$ cat src/rtl/div_seq_ctrl.sv
// div_seq_ctrl: iterative unsigned divider sequencer.
// Runs a restoring division, one shift/trial-subtract/restore step per
// clock, over a single (WIDTH+1)-bit subtractor.
// A divide-by-zero request short-circuits straight to DONE.
//
// Ports:
//   clk          core clock, rising edge
//   rst_n        asynchronous active-low reset
//   start        request pulse, sampled only in IDLE
//   dividend     unsigned dividend, captured on acceptance
//   divisor      unsigned divisor, captured on acceptance
//   busy         high in CALC and DONE
//   done         one-cycle pulse; results valid in that cycle
//   quotient     result quotient, held until the next accepted start
//   remainder    result remainder, held until the next accepted start
//   div_by_zero  set with done when the divisor was zero
module div_seq_ctrl #(
  parameter int WIDTH = 8,
  parameter int CNT_W = 4
) (
  input  logic             clk,
  input  logic             rst_n,
  input  logic             start,
  input  logic [WIDTH-1:0] dividend,
  input  logic [WIDTH-1:0] divisor,
  output logic             busy,
  output logic             done,
  output logic [WIDTH-1:0] quotient,
  output logic [WIDTH-1:0] remainder,
  output logic             div_by_zero
);

  typedef enum logic [1:0] {
    S_IDLE = 2'd0,
    S_CALC = 2'd1,
    S_DONE = 2'd2
  } state_t;

  state_t             state_q;
  logic [CNT_W-1:0]   cnt_q;
  logic [WIDTH-1:0]   a_q;
  logic [WIDTH-1:0]   q_q;
  logic [WIDTH-1:0]   m_q;
  logic [WIDTH-1:0]   quo_q;
  logic [WIDTH-1:0]   rem_q;
  logic               dbz_q;
  logic               busy_q;
  logic               done_q;

  // One restoring step, evaluated every cycle from registered state only.
  logic [WIDTH-1:0]   a_sh;
  logic [WIDTH:0]     trial;
  logic [WIDTH-1:0]   a_d;
  logic [WIDTH-1:0]   q_d;
  logic               last_step;

  // The bit shifted out of Q enters A. The extra MSB on the subtractor
  // acts as the borrow flag: set means the trial went negative.
  assign a_sh      = {a_q[WIDTH-2:0], q_q[WIDTH-1]};
  assign trial     = {1'b0, a_sh} - {1'b0, m_q};
  assign a_d       = trial[WIDTH] ? a_sh : trial[WIDTH-1:0];
  assign q_d       = {q_q[WIDTH-2:0], ~trial[WIDTH]};
  assign last_step = (cnt_q == CNT_W'(WIDTH - 1));

  always_ff @(posedge clk or negedge rst_n) begin
    if (!rst_n) begin
      state_q <= S_IDLE;
      cnt_q   <= '0;
      a_q     <= '0;
      q_q     <= '0;
      m_q     <= '0;
      quo_q   <= '0;
      rem_q   <= '0;
      dbz_q   <= 1'b0;
      busy_q  <= 1'b0;
      done_q  <= 1'b0;
    end else begin
      case (state_q)
        S_IDLE: begin
          done_q <= 1'b0;
          if (start) begin
            busy_q <= 1'b1;
            if (divisor != '0) begin
              m_q     <= divisor;
              q_q     <= dividend;
              a_q     <= '0;
              cnt_q   <= '0;
              state_q <= S_CALC;
            end else begin
              // Zero divisor: no iterations, report all-ones quotient.
              quo_q   <= '1;
              rem_q   <= dividend;
              dbz_q   <= 1'b1;
              done_q  <= 1'b1;
              state_q <= S_DONE;
            end
          end
        end
        S_CALC: begin
          a_q   <= a_d;
          q_q   <= q_d;
          cnt_q <= cnt_q + CNT_W'(1);
          if (last_step) begin
            quo_q   <= q_d;
            rem_q   <= a_d;
            dbz_q   <= 1'b0;
            done_q  <= 1'b1;
            state_q <= S_DONE;
          end
        end
        S_DONE: begin
          done_q  <= 1'b0;
          busy_q  <= 1'b0;
          state_q <= S_IDLE;
        end
        default: begin
          done_q  <= 1'b0;
          busy_q  <= 1'b0;
          state_q <= S_IDLE;
        end
      endcase
    end
  end

  assign busy        = busy_q;
  assign done        = done_q;
  assign quotient    = quo_q;
  assign remainder   = rem_q;
  assign div_by_zero = dbz_q;

endmodule

$ cat config.mk
export PLATFORM = sky130hd
export DESIGN_NAME = div_seq_ctrl
export DESIGN_NICKNAME = d
export VERILOG_FILES = /design/src/rtl/div_seq_ctrl.sv
export SDC_FILE = /design/constraint.sdc
export NUM_CORES = 1
export LEC_CHECK = 0
export ABC_AREA = 1
export CAP_MARGIN = 20
export CORE_MARGIN = 8
export CORE_UTILIZATION = 50
export CTS_CLUSTER_SIZE = 20
export DETAILED_ROUTE_END_ITERATION = 8
export DONT_BUFFER_PORTS = 1
export PLACE_DENSITY_LB_ADDON = 0.1
export SLEW_MARGIN = 20
export SYNTH_ARGS = -nofsm -noshare
export SYNTH_HDL_FRONTEND = slang
export SYNTH_SLANG_ARGS = --single-unit
$ cat constraint.sdc
create_clock -name clk -period 2.6 [get_ports clk]
set_input_delay 0.13 -clock clk [delete_from_list [all_inputs] [get_ports clk]]
set_output_delay 0.13 -clock clk [all_outputs]
set_load 0.05 [all_outputs]
==> flow_metrics.py <==
metrics = {
    "critical_path": {
        "timing.critical_path.mode_cell": "sky130_fd_sc_hd__nand2_1",
        "worst-endpoint-arrival_ps": 2240,
        "worst_path_max_stage_delay_ps": 390,
        "worst_setup_path_end_kind": "flop",
        "worstPathRequired_ps": 2840,
        "timing.critical_path.slowest_stage_cell": "sky130_fd_sc_hd__fa_1",
        "critical_path.cell_chain": "inv_1 > ha_1 > inv_1 > fa_1 > nand2_1 > nand2_1 > nand3_2 > nand2_1 > nor2_4 > nand2_1 > nand3_1 > nand2_1 > nand2_1",
        "maximum_fanout_along_the_worst_path": 8,
        "setup.worst_path.class": "reg2reg",
        "critPathLaunchType": "flop",
    },
    "sta": {
        "rsz0062_at_grt": "false",
        "timing.final.crit_period_ps": 2000,
        "final_min_period_over_clock_period": 0.771,
        "achievable-frequency_mhz": 499,
        "finalHoldViolations": 0,
        "worst_slew_margin_rel": 0.639,
        "finalSetupTns_ps": 0,
        "worst_pin_slew_ps": 541,
        "maxSlewViolCount": 0,
        "finClkSkew_ps": 6.58,
        "final-setup-viol-count": 0,
    },
    "synth": {
        "postSynthNetCount": 343,
        "yosys_most_used_dff": "sky130_fd_sc_hd__dfrtp_1",
        "post_synth_edffs": 0,
        "post-synth-top-area-cell": "sky130_fd_sc_hd__dfrtp_1",
        "yosysSeqAreaShare": 0.475,
        "post_synth.cell_area_avg_um2": 8.05,
        "synth_commonest_cells": "sky130_fd_sc_hd__nand2_1, sky130_fd_sc_hd__dfrtp_1, sky130_fd_sc_hd__inv_1, sky130_fd_sc_hd__nor2_1, sky130_fd_sc_hd__nand3_1",
        "synth_async_sr_flop_share": 1.00,
        "synth_area_um2": 2530,
        "post_synth_main_area_contributors": "sky130_fd_sc_hd__dfrtp_1, sky130_fd_sc_hd__nand2_1, sky130_fd_sc_hd__inv_1",
        "yosys_warnings": 0,
        "synth.ff_latch_count": 48,
        "synth_unique_cells": 32,
        "yosysTopAreaCellShare": 0.475,
        "postSynthCellCount": 314,
        "synth.most_common_cell": "sky130_fd_sc_hd__nand2_1",
    },
    "clock_network": {
        "worst_skew_pair_later_pin_latency_ps": 300,
        "clkTransAtPathRegs_ps": 80,
        "ctsRootBufferMaster": "sky130_fd_sc_hd__clkbuf_8",
        "postCtsSetupBuffers": 0,
        "tritoncts_clock_tree": "done",
        "cts-root-to-sink-buffers": 2,
        "tritoncts_num_sinks": 48,
        "maximum_level_of_the_cts_h_tree": 2,
        "cts_inserted_buffers": 5,
    },
    "detailed_routing": {
        "firstDrtPassIters": 4,
        "routed_via_density": 4.99,
        "drt_first_iter_violations": 85,
        "route.detailed.wl_per_inst_um": 14.1,
        "route.vias.total": 1972,
        "drcViolationCount": 0,
        "ant_nets": 0,
        "routed_wl_um": 5580,
    },
    "cells_and_area": {
        "layout-drive-gt1-share": 0.0677,
        "n_antenna_cell": 0,
        "fill_cell_total_of_the_finished_layout": 493,
        "final_cell_count_no_fill": 395,
        "design.final.nets": 354,
        "syn2layout_area_growth_pct": 9.35,
    },
    "outcome": {
        "outcome": "complete, no violations",
    },
    "floorplanning": {
        "design.core.area_um2": 4980,
        "ios": 38,
        "fp.dieW_um": 87.1,
        "dieArea_um2": 7590,
        "floorplan.initialDensity": 0.508,
        "rows": 26,
        "floorplan.die.height_um": 87.1,
    },
    "placed_design": {
        "post-dp-hpwl_um": 4080,
        "dpl.cell_count": 377,
        "gpl.final_weighted_congestion": 0.777,
        "place.port_buffers": 0,
    },
    "worst_hold_path": {
        "hold_class": "in2reg",
    },
    "global_routing": {
        "global_route.overflow_total": 0,
        "grt_pass1_wl_um": 9510,
        "grt_start_max_net_pins": 49,
        "grt_pass1_vias": 1952,
        "grtUsageTotal": 0.161,
        "initial_antenna_violation_count": 0,
    },
    "pwr": {
        "pd_cells_nw_per_um2": 1400,
        "leakage_nw": 1.44,
        "peak_supply_drop_uv": 781,
    },
    "run": {
        "max_capacitance_violation_count": 0,
    },
}
-- worst max-delay path: cells and delay by family, from the launching register on --
| family | cells | cell delay (ps) |
|---|---|---|
| and+or+nand+nor | 9 | 890 |
| adders and majority gates | 2 | 530 |
| DFF | 1 | 380 |
| buffers and inverters | 2 | 140 |
-- state kept, by name, summed over array words and instances, names as in the netlist --
name	flops
a_q	7
done	1
m_q	8
div_by_zero	1
q_q	8
cnt_q	4
state_q	2
busy	1
quotient	8
remainder	8
-- path summary, 6_finish.rpt --
path / startpoint / end / slack [ps] / depth (start not counted)
worst max-delay path: q_q[7]$_DFFE_PN0P_ / remainder[3]$_DFFE_PN0P_ / 600 / 13
worst min-delay path: dividend[2] / q_q[2]$_DFFE_PN0P_ / 20 / 2
worst max register to register: q_q[7]$_DFFE_PN0P_ / remainder[3]$_DFFE_PN0P_ / 600 / 13
worst min register to register: q_q[2]$_DFFE_PN0P_ / q_q[2]$_DFFE_PN0P_ / 530 / 2
max in group asynchronous: rst_n / q_q[4]$_DFFE_PN0P_ / 2040 / 2
min in group asynchronous: rst_n / q_q[0]$_DFFE_PN0P_ / 350 / 2
-- area by class of cell --
cell class              instances  area (µm²)  share of cell area
clock buffers                   6        72.6              0.0262
clock inverters                 1        5.00             0.00181
inverters                      41         154              0.0557
multi-input cells             218        1120               0.404
flip-flops and latches         48        1200               0.434
well taps                      70        87.6              0.0317
repair buffers                 11         128              0.0462
-- per-layer routing --
metal,routed length (µm),GRT usage,vias to the layer above,part of all wire
met3,269,0.0509,5,0.048
met4,44,0.0422,0,0.0079
met5,0,0,-,0
met2,2670,0.258,27,0.48
met1,2590,0.203,924,0.46
li1,-,-,1016,-
-- kinds of logic after synthesis --
family,share of synthesized area
simple gates,0.273
buf+inv,0.0831
flops,0.475
compound gates,0.0930
fa+ha+maj,0.0525
xor+xnor,0.0173
mux,0.00594
-- stage by stage --
step / total power, mW / worst slack (ps) / hold WS [ps] / instance area [µm²] / utilization
detailed placement: 3.46 / 601 / -164 / 2560 / 0.514
floorplan: 3.12 / 795 / -166 / 2530 / -
global route: 4.24 / 393 / 3.97 / 2770 / 0.556
finish: 3.88 / 596 / 16.2 / 2770 / 0.556
global placement: 3.45 / 650 / -164 / 2560 / 0.514
CTS: 3.93 / 583 / 5.83 / 2770 / 0.556
-- repair_timing --
| item | 4_1_cts | 5_1_grt |
|---|---|---|
| hold buffers | 11 | 0 |
| resized for setup | 0 | 0 |
| endpoints found under the hold margin | 57 | 0 |
-- report_power, final --
| part | switching, mW | internal (mW) | total (mW) |
|---|---|---|---|
| sequential | 0.736 | 1.09 | 1.82 |
| clock | 0.238 | 0.183 | 0.421 |
| combinational | 1.04 | 0.593 | 1.64 |
-- cells in the final DEF, fill, tap and decap left out, types with 4 or more instances in the layout --
cell                            netlist  final
sky130_fd_sc_hd__o21ai_0             10     10
sky130_fd_sc_hd__clkbuf_8             0      5
sky130_fd_sc_hd__nor2_1              30     30
sky130_fd_sc_hd__inv_2                4      4
sky130_fd_sc_hd__o21ai_1              6      6
sky130_fd_sc_hd__inv_1               37     37
sky130_fd_sc_hd__nand2_1             95     95
sky130_fd_sc_hd__dlygate4sd3_1        0     10
sky130_fd_sc_hd__dfrtp_1             48     48
sky130_fd_sc_hd__ha_1                 9      9
sky130_fd_sc_hd__a21oi_1             15     15
sky130_fd_sc_hd__nand3_1             23     23
(Power assumes the default switching activity.)
